**src/rtl/cam_cfg_pkg.sv**
```systemverilog
// Shared types and constants for the camera I2C register-write sequencer.
// Holds the FSM state encoding, default device addresses and the address-byte helper.
package cam_cfg_pkg;

  typedef enum logic [2:0] {
    ST_IDLE,
    ST_COLLECT,
    ST_GAP,
    ST_DEV,
    ST_REG,
    ST_HI,
    ST_LO,
    ST_RETRY_GAP
  } cam_state_e;

  localparam logic       I2C_WRITE_BIT     = 1'b0;
  localparam logic [6:0] DEFAULT_CAM0_ADDR = 7'h48;
  localparam logic [6:0] DEFAULT_CAM1_ADDR = 7'h5D;
  localparam int         TRIPLET_LEN       = 3;
  localparam int         TIMER_W           = 16;

  function automatic logic [7:0] dev_write_byte(input logic [6:0] addr);
    return {addr, I2C_WRITE_BIT};
  endfunction

endpackage

```
**src/rtl/cam_i2c_cycle_timer.sv**
```systemverilog
// Down-counter shared by the inter-transaction gap and the per-byte engine timeout.
// A load sets the count; it then decrements to zero and holds, flagging expiry.
module cam_i2c_cycle_timer
  import cam_cfg_pkg::*;
#(
  parameter int W = TIMER_W
) (
  input  logic         clk,
  input  logic         rst,
  input  logic         load,
  input  logic [W-1:0] load_value,
  output logic         expired
);

  logic [W-1:0] cnt;

  always_ff @(posedge clk or posedge rst) begin
    if (rst) begin
      cnt <= '0;
    end else if (load) begin
      cnt <= load_value;
    end else if (cnt != '0) begin
      cnt <= cnt - 1'b1;
    end
  end

  assign expired = (cnt == '0);

endmodule

```
**src/rtl/cam_i2c_write_sequencer.sv**
```systemverilog
// Frames camera-config register triplets into I2C write transactions on the byte engine,
// with bounded NACK/timeout retry, an idle gap between attempts and sticky error report.
module cam_i2c_write_sequencer
  import cam_cfg_pkg::*;
#(
  parameter logic [6:0] CAM0_DEV_ADDR  = DEFAULT_CAM0_ADDR,
  parameter logic [6:0] CAM1_DEV_ADDR  = DEFAULT_CAM1_ADDR,
  parameter int         MAX_RETRY      = 2,
  parameter int         GAP_CYCLES     = 16,
  parameter int         TIMEOUT_CYCLES = 4096
) (
  input  logic        sysClk,
  input  logic        rst,
  input  logic [7:0]  in_byte,
  input  logic        in_valid,
  input  logic        in_cam_id,
  output logic        in_ready,
  output logic [7:0]  eng_byte,
  output logic        eng_start,
  output logic        eng_stop,
  output logic        eng_valid,
  input  logic        eng_ready,
  input  logic        eng_done,
  input  logic        eng_ack_err,
  output logic        eng_bus_sel,
  output logic        busy,
  output logic        err,
  output logic [7:0]  err_reg_addr,
  input  logic        err_clr,
  output logic [15:0] txn_count,
  output cam_state_e  dbg_state
);

  // Both sides handshake valid/ready: a transfer happens on a rising sysClk edge where
  // valid and ready are both high; valid and its payload never change until that edge.

  cam_state_e         state;
  logic [1:0]         idx;
  logic [2:0]         retry_cnt;
  logic [7:0]         reg_addr;
  logic [7:0]         data_hi;
  logic [7:0]         data_lo;

  logic               send_state;
  logic               byte_accept;
  logic               wait_done;
  logic               fail_now;
  logic               last_byte_in;
  logic               eng_accept;
  logic               timer_load;
  logic               timer_expired;
  logic [TIMER_W-1:0] timer_value;

  assign send_state   = (state == ST_DEV) || (state == ST_REG) ||
                        (state == ST_HI)  || (state == ST_LO);
  assign byte_accept  = in_valid && in_ready;
  assign last_byte_in = (state == ST_COLLECT) && byte_accept && (idx == 2'(TRIPLET_LEN - 1));
  assign eng_accept   = send_state && eng_valid && eng_ready;
  // eng_valid low inside a send state means the byte is on the bus and we await eng_done.
  assign wait_done    = send_state && !eng_valid;
  assign fail_now     = wait_done && (eng_done ? eng_ack_err : timer_expired);
  assign timer_load   = last_byte_in || fail_now || eng_accept;
  assign timer_value  = eng_accept ? TIMER_W'(TIMEOUT_CYCLES - 1) : TIMER_W'(GAP_CYCLES - 1);

  assign busy      = (state != ST_IDLE);
  assign dbg_state = state;

  cam_i2c_cycle_timer #(.W(TIMER_W)) u_timer (
    .clk        (sysClk),
    .rst        (rst),
    .load       (timer_load),
    .load_value (timer_value),
    .expired    (timer_expired)
  );

  always_ff @(posedge sysClk or posedge rst) begin
    if (rst) begin
      state        <= ST_IDLE;
      idx          <= '0;
      retry_cnt    <= '0;
      reg_addr     <= '0;
      data_hi      <= '0;
      data_lo      <= '0;
      in_ready     <= 1'b0;
      eng_byte     <= '0;
      eng_start    <= 1'b0;
      eng_stop     <= 1'b0;
      eng_valid    <= 1'b0;
      eng_bus_sel  <= 1'b0;
      err          <= 1'b0;
      err_reg_addr <= '0;
      txn_count    <= '0;
    end else begin
      // Clear first so a same-cycle drop below re-sets the flag.
      if (err_clr) err <= 1'b0;
      case (state)
        ST_IDLE: begin
          in_ready <= 1'b1;
          if (byte_accept) begin
            reg_addr    <= in_byte;
            eng_bus_sel <= in_cam_id;
            idx         <= 2'd1;
            state       <= ST_COLLECT;
          end
        end
        ST_COLLECT: begin
          if (last_byte_in) begin
            data_lo  <= in_byte;
            idx      <= '0;
            in_ready <= 1'b0;
            state    <= ST_GAP;
          end else if (byte_accept) begin
            data_hi <= in_byte;
            idx     <= idx + 2'd1;
          end
        end
        ST_GAP, ST_RETRY_GAP: begin
          if (timer_expired) begin
            if (state == ST_RETRY_GAP) retry_cnt <= retry_cnt + 3'd1;
            eng_byte  <= dev_write_byte(eng_bus_sel ? CAM1_DEV_ADDR : CAM0_DEV_ADDR);
            eng_start <= 1'b1;
            eng_stop  <= 1'b0;
            eng_valid <= 1'b1;
            state     <= ST_DEV;
          end
        end
        ST_DEV, ST_REG, ST_HI, ST_LO: begin
          if (eng_valid) begin
            if (eng_ready) eng_valid <= 1'b0;
          end else if (fail_now) begin
            eng_start <= 1'b0;
            eng_stop  <= 1'b0;
            if (retry_cnt < 3'(MAX_RETRY)) begin
              state <= ST_RETRY_GAP;
            end else begin
              err          <= 1'b1;
              err_reg_addr <= reg_addr;
              retry_cnt    <= '0;
              in_ready     <= 1'b1;
              state        <= ST_IDLE;
            end
          end else if (eng_done) begin
            eng_start <= 1'b0;
            case (state)
              ST_DEV: begin
                eng_byte  <= reg_addr;
                eng_valid <= 1'b1;
                state     <= ST_REG;
              end
              ST_REG: begin
                eng_byte  <= data_hi;
                eng_valid <= 1'b1;
                state     <= ST_HI;
              end
              ST_HI: begin
                eng_byte  <= data_lo;
                eng_stop  <= 1'b1;
                eng_valid <= 1'b1;
                state     <= ST_LO;
              end
              default: begin
                eng_stop  <= 1'b0;
                txn_count <= txn_count + 16'd1;
                retry_cnt <= '0;
                in_ready  <= 1'b1;
                state     <= ST_IDLE;
              end
            endcase
          end
        end
        default: state <= ST_IDLE;
      endcase
    end
  end

endmodule

```
**config.mk**
```make
export PLATFORM = sky130hd
export DESIGN_NAME = cam_i2c_write_sequencer
export DESIGN_NICKNAME = d
export VERILOG_FILES = /design/src/rtl/cam_cfg_pkg.sv /design/src/rtl/cam_i2c_cycle_timer.sv /design/src/rtl/cam_i2c_write_sequencer.sv
export SDC_FILE = /design/constraint.sdc
export NUM_CORES = 1
export LEC_CHECK = 0
export ABC_AREA = 0
export BUFFER_PORTS_ARGS = -buffer_cell sky130_fd_sc_hd__buf_4
export CAP_MARGIN = 25
export CORE_MARGIN = 1.5
export CORE_UTILIZATION = 43
export CTS_CLUSTER_DIAMETER = 40
export DETAILED_ROUTE_END_ITERATION = 12
export RECOVER_POWER = 25
export SYNTH_ARGS = -nofsm -noshare
export SYNTH_HDL_FRONTEND = slang
export SYNTH_HIERARCHICAL = 1
export SYNTH_SLANG_ARGS = --single-unit
```
**constraint.sdc**
```tcl
create_clock -name sysClk -period 4.3 [get_ports sysClk]
set_input_delay 0.86 -clock sysClk [delete_from_list [all_inputs] [get_ports sysClk]]
set_output_delay 0.86 -clock sysClk [all_outputs]
set_load 0.005 [all_outputs]
```
==> flow_metrics.tcl, run 1 <==
set metrics [dict create \
    cts.clk_slew.worst_paths_ns 0.10 \
    hold_path_class "reg -> reg" \
    h-tree-depth 3 \
    ys_seq_area_share_pct 47.4 \
    globalRouteOverflowTotal 0 \
    syn_area_per_cell_um2 10.8 \
    die_h_um 106 \
    clockBufferDepth 2 \
    track_usage_pct 18.8 \
    crit_path_start_kind "flip-flop" \
    ys_seq_elements 86 \
    critPathKind "reg -> reg" \
    syn_area_um2 4540 \
    worstPathArrival_ns 3.43 \
    max_stage_delay_ns 0.40 \
    period_minus_slack_ns 3.21 \
    worst_pin_slew_ns 1.20 \
    core.rowCount 37 \
    root_buffer "clkbuf_8" \
    critPathBufInv 2 \
    fillCellCount 965 \
    seqPwrFrac_pct 42.3 \
    slew_viol_final 0 \
    placed_cell_area_um2 5110 \
    holdBufCountCts 0 \
    grt_pass1_wl_um 16600 \
    yosys.area_share.adder_pct 1.05 \
    hpwlAfterDp_um 6930 \
    power.switching_mw 1.27 \
    initial_core_util_pct 44.2 \
    vias 3316 \
    coreArea_um2 10300 \
    mostFrequentLayoutCells "86 x dfrtp_1, 54 x buf_4, 42 x mux2_2, 41 x nand2_1, 23 x nor2_1" \
    ff2ff_setup_slack_ns 1.09 \
    crit_family "simple AND/OR/NAND/NOR gates" \
    dp_slack_ns 1.09 \
    switching_share_pct 38.3 \
    report.final.setup_viol 0 \
    status "finished, final reports clean" \
    wl_per_cell_um 15.8 \
    clkSinkCount 86 \
    antenna_cells 0 \
    synth_flop_cell "dfrtp_1" \
    synth_edf_count 0 \
    nNetsFinal 501 \
    syn2layout_area_growth_pct 16.9 \
    synth_simple_gate_area_share_pct 17.4 \
    fin_tns_setup_ns 0 \
    max_cap_violations 0 \
    fmax_ghz 0.312 \
    gp_congestion 0.836 \
    async_flop_share_pct 100 \
    io_pins 58 \
    cts_tree "yes" \
    cts_made_buffers 9 \
    p_int_mw 2.05 \
    design_area_um2 5310 \
    yosysTopAreaCellShare_pct 47.4 \
    pwr_density_cell_nw_per_um2 625 \
    detailedRoute.firstIterationViolations 236 \
    layout_commonest_cell "dfrtp_1" \
    remaining_drc_errors 0 \
    power_frac_clock_pct 18.0 \
    fin_crit_sh_pct 74.6 \
    required_ns 4.52 \
    setup_ws_ns 1.09 \
    antenna_left 0 \
    leakagePower_nw 2.41 \
    skew_ns 0.0130 \
    cp_slowest_cell "dfrtp_1" \
    layout-drive-gt1-share_pct 29.2 \
    power_frac_comb_pct 39.7 \
    ys_warn_count 6 \
    ir_drop_mv 0.279 \
    total_power_mw 3.32 \
    worstSetupEndpointType "flip-flop" \
    port_buffers 57 \
    synthCells 421 \
    dieArea_um2 11200 \
    ys_types 70 \
    grt_pass1_vias 3327 \
    grt_max_degree 41 \
    antenna_found_initial 0 \
    ctsResizeCount 0 \
    rsz0062_at_grt "no" \
    seq_area_um2 2150 \
    path_cells "inv_1 -> ha_1 -> nor3b_2 -> nand4b_4 -> nor2_4 -> mux2i_1 -> or2_2 -> o21ai_0 -> or2_2 -> inv_1 -> o311ai_1 -> o211ai_1" \
    hold_viol 0 \
    fin_hold_ws_ns 0.481 \
    crit_fanout 23 \
    slew_headroom_pct 19.8 \
    worstSkewPairLatency_ns 0.36 \
    synth_top_family_by_area "simple AND/OR/NAND/NOR gates" \
    routed_via_density 5.32 \
    cts_setup_buffers 0 \
    yosysTopAreaCell "dfrtp_1" \
    multi_input_area_um2 2270 \
    synth_mux_area_share_pct 13.8 \
    drtPass1Iterations 4 \
    synth_compound_area_share_pct 11.3 \
    synth_xor_area_share_pct 5.76 \
    synth_area_leaders "dfrtp_1 47%, mux2_2 10%, xnor2_1 4.2%" \
    routed_wl_um 9820 \
    die_w_um 106 \
]
==> cell usage after synthesis, types with 4 or more instances <==
| library cell | n |
|---|---|
| inv_1 | 13 |
| xor2_1 | 6 |
| mux2_2 | 42 |
| clkbuf_1 | 9 |
| mux2i_1 | 12 |
| o21ai_1 | 6 |
| xnor2_1 | 22 |
| nand4_1 | 6 |
| o21ai_0 | 19 |
| nand2_1 | 41 |
| dfrtp_1 | 86 |
| buf_2 | 6 |
| nor2_1 | 23 |
| a21oi_1 | 19 |
| o31ai_1 | 4 |
| o22ai_1 | 4 |
| a21o_1 | 4 |
| nor3_1 | 6 |
| nand3_1 | 7 |
| nand2b_1 | 6 |
| nor3_2 | 5 |
==> stage by stage <==
step / instances / util [%]
2_1_floorplan: 427 / -
3_3_place_gp: 607 / 49.7
3_5_place_dp: 607 / 49.7
4_1_cts: 623 / 51.7
5_1_grt: 623 / 51.7
6_report: 623 / 51.7
==> final timing paths <==
kind                                       startpoint                          end  cells after the start
min reg2reg                 txn_count[15]$_DFFE_PP0P_    txn_count[15]$_DFFE_PP0P_                      1
max in group asynchronous                         rst       data_lo[7]$_DFFE_PP0P_                      3
max reg2reg                u_timer/cnt[0]$_DFFE_PP0P_  u_timer/cnt[14]$_DFFE_PP0P_                     12
min                         txn_count[15]$_DFFE_PP0P_    txn_count[15]$_DFFE_PP0P_                      1
max                        u_timer/cnt[0]$_DFFE_PP0P_  u_timer/cnt[14]$_DFFE_PP0P_                     12
min in group asynchronous                         rst  u_timer/cnt[14]$_DFFE_PP0P_                      2
==> layout make-up <==
type | count | share of cell area (%)
clock inverter | 7 | 1.53
clock buffer | 9 | 2.33
timing repair buffer | 62 | 8.62
inverter | 14 | 0.990
multi-input combinational | 309 | 42.8
tap | 136 | 3.20
sequential | 86 | 40.5
==> power groups by stage <==
stage / clock (mW) / sequential (mW) / combinational (mW)
2_1_floorplan: 0 / 1.31 / 1.04
3_5_place_dp: 0 / 1.42 / 1.33
5_1_grt: 0.653 / 1.45 / 1.47
4_1_cts: 0.619 / 1.40 / 1.34
6_report: 0.598 / 1.40 / 1.32
3_3_place_gp: 0 / 1.41 / 1.31
==> state kept, by name (all words and copies together), names as in the netlist <==
name          flops
in_ready          1
data_lo           8
eng_bus_sel       1
data_hi           8
idx               2
eng_byte          8
u_timer/cnt      16
err               1
txn_count        16
dbg_state         3
eng_start         1
err_reg_addr      8
reg_addr          8
retry_cnt         3
eng_stop          1
eng_valid         1
==> logic make-up (layout without fill, tap and decap cells) <==
group                      after synthesis  count (layout)
AOI/OAI and AO/OA                       80              80
xor gates and xnor gates                29              29
adders and majority gates                4               4
buffers and inverters                   32              92
DFF                                     86              86
muxes                                   56              56
other                                    2               8
and+or+nand+nor                        132             132
==> worst register-to-register path, delay by kind of cell (launching register included) <==
kind	cells	cell delay, ns
AOI/OAI and AO/OA	3	0.45
DFF	1	0.40
muxes	1	0.18
and+or+nand+nor	5	1.47
adders and majority gates	1	0.22
buffers and inverters	2	0.37
==> metal layers <==
metal	track usage [%]	part of all wire (%)	routed length, um	vias to the layer above
met1	25.4	47	4600	1624
met3	3.65	3.9	382	10
met4	6.47	1.4	141	0
met2	30.2	48	4700	65
met5	0	0	0	-
li1	-	-	-	1617
(Power assumes the default switching activity.)
==> run 2, diff against run 1 <==
==> constraint.sdc (replaced) <==
create_clock -name sysClk -period 3.35 [get_ports sysClk]
set_input_delay 0.67 -clock sysClk [delete_from_list [all_inputs] [get_ports sysClk]]
set_output_delay 0.67 -clock sysClk [all_outputs]
set_load 0.005 [all_outputs]
==> run 2 against run 1 <==
The run now ends with max-capacitance violations, max-slew violations left. Combinational power grew 33%. Die area is the same. Clock power grew 29%. Flip-flop and latch count is the same. Sequential share of layout area shrank 0.29 points. Final cell count grew 0.64%. Highest routed layer unchanged.
==> flow_metrics.tcl, run 2 (synthesis results as in run 1) <==
set metrics [dict create \
    slew_headroom_pct -14.4 \
    fin_hold_ws_ns 0.379 \
    largestRegisters "txn_count x16, u_timer/cnt x16" \
    antenna_found_initial 0 \
    fmax_ghz 0.337 \
    grt_max_degree 71 \
    clockBufferDepth 2 \
    ctsResizeCount 0 \
    antenna_left 0 \
    port_buffers 57 \
    coreArea_um2 10300 \
    leakagePower_nw 2.43 \
    power_frac_clock_pct 18.0 \
    period_minus_slack_ns 2.97 \
    rsz0062_at_grt "no" \
    drtPass1Iterations 6 \
    layout_commonest_cell "dfrtp_1" \
    clkSinkCount 86 \
    routed_wl_um 9520 \
    path_cells "inv_1 -> ha_1 -> nor3b_2 -> nand4b_4 -> nor2_4 -> mux2i_1 -> or2_2 -> o21ai_0 -> or2_2 -> inv_1 -> o311ai_1 -> o211ai_1" \
    p_int_mw 2.66 \
    slew_viol_final 71 \
    fillCellCount 936 \
    fin_crit_sh_pct 88.6 \
    routed_via_density 5.37 \
    holdBufCountCts 0 \
    core.rowCount 37 \
    power_frac_comb_pct 41.2 \
    h-tree-depth 3 \
    crit_fanout 11 \
    cp_slowest_cell "nor3b_2" \
    root_buffer "clkbuf_8" \
    max_cap_violations 1 \
    gp_congestion 0.880 \
    grt_pass1_vias 3358 \
    cts_made_buffers 9 \
    crit_path_start_kind "flip-flop" \
    total_power_mw 4.28 \
    antenna_cells 0 \
    die_h_um 106 \
    max_stage_delay_ns 0.41 \
    vias 3370 \
    die_w_um 106 \
    track_usage_pct 18.4 \
    dieArea_um2 11200 \
    skew_ns 0.0130 \
    cts.clk_slew.worst_paths_ns 0.09 \
    globalRouteOverflowTotal 0 \
    report.final.setup_viol 0 \
    worstPathArrival_ns 3.20 \
    critPathBufInv 2 \
    worstSkewPairLatency_ns 0.36 \
    status "complete, but fails checks" \
    layout-drive-gt1-share_pct 29.9 \
    nNetsFinal 505 \
    multi_input_area_um2 2270 \
    worstSetupEndpointType "flip-flop" \
    ir_drop_mv 0.397 \
    seq_area_um2 2150 \
    cts_tree "yes" \
    hpwlAfterDp_um 6740 \
    cp.depth 12 \
    power.switching_mw 1.63 \
    failed_checks "max-capacitance violations, max-slew violations" \
    hold_path_class "in -> async" \
    critPathKind "reg -> reg" \
    syn2layout_area_growth_pct 17.8 \
    wl_per_cell_um 15.2 \
    remaining_drc_errors 0 \
    hold_viol 0 \
    pwr_density_cell_nw_per_um2 801 \
    detailedRoute.firstIterationViolations 170 \
    initial_core_util_pct 44.2 \
    grt_pass1_wl_um 16400 \
    worst_r2r_path_depth 12 \
    switching_share_pct 38.0 \
    required_ns 3.58 \
    seqPwrFrac_pct 40.8 \
    fin_tns_setup_ns 0 \
    cts_setup_buffers 0 \
    crit_family "simple AND/OR/NAND/NOR gates" \
    mostFrequentLayoutCells "86 x dfrtp_1, 64 x buf_4, 42 x mux2_2, 41 x nand2_1, 23 x nor2_1" \
    io_pins 58 \
    worst_pin_slew_ns 1.72 \
]
==> run 2: worst paths after layout <==
check                      slack [ns]                     endpoint                       start
setup / recovery                 0.38  u_timer/cnt[14]$_DFFE_PP0P_  u_timer/cnt[0]$_DFFE_PP0P_
max in group asynchronous        1.43     txn_count[2]$_DFFE_PP0P_                         rst
hold / removal                   0.38  u_timer/cnt[12]$_DFFE_PP0P_                         rst
min in group sysClk              0.48    txn_count[15]$_DFFE_PP0P_   txn_count[15]$_DFFE_PP0P_
setup reg to reg                 0.38  u_timer/cnt[14]$_DFFE_PP0P_  u_timer/cnt[0]$_DFFE_PP0P_
hold reg to reg                  0.48    txn_count[15]$_DFFE_PP0P_   txn_count[15]$_DFFE_PP0P_
==> run 2: power by group through the flow <==
stage	clock [mW]	sequential (mW)	combinational, mW
global placement	0	1.76	1.75
detailed placement	0	1.77	1.78
global route	0.847	1.81	1.97
CTS	0.806	1.75	1.78
floorplan	0	1.68	1.34
finish	0.771	1.75	1.76
==> run 2: worst reg2reg max path, cell delays in order, from the launching register on <==
cell      delay (ns)
dfrtp_1         0.40
inv_1           0.09
ha_1            0.23
nor3b_2         0.41
nand4b_4        0.21
nor2_4          0.12
mux2i_1         0.18
or2_2           0.33
o21ai_0         0.15
or2_2           0.23
inv_1           0.22
o311ai_1        0.15
o211ai_1        0.13
==> run 2: layout make-up <==
cell class | instances | share of cell area [%]
clock buffer | 9 | 2.32
clock inverter | 7 | 1.66
inverter | 14 | 0.982
multi-input combinational | 309 | 42.5
sequential | 86 | 40.2
tap | 136 | 3.18
timing repair buffer | 66 | 9.15
==> run 2: routing by layer <==
metal | wire length (um) | global-route usage (%) | vias to the layer above
li1 | - | - | 1634
met3 | 353 | 3.59 | 12
met5 | 0 | 0 | -
met1 | 4490 | 25.2 | 1658
met2 | 4560 | 29.7 | 66
met4 | 111 | 5.21 | 0
==> run 2: per-stage QoR <==
stage                     utilization (%)  instances  cell area [um^2]  setup slack (ns)
after floorplan                         -        427              4560             0.571
after global placement               50.0        611              5140             0.545
after detailed placement             50.0        611              5140             0.379
after CTS                            52.1        627              5360             0.383
after global routing                 52.0        627              5350            0.0768
final                                52.0        627              5350             0.383
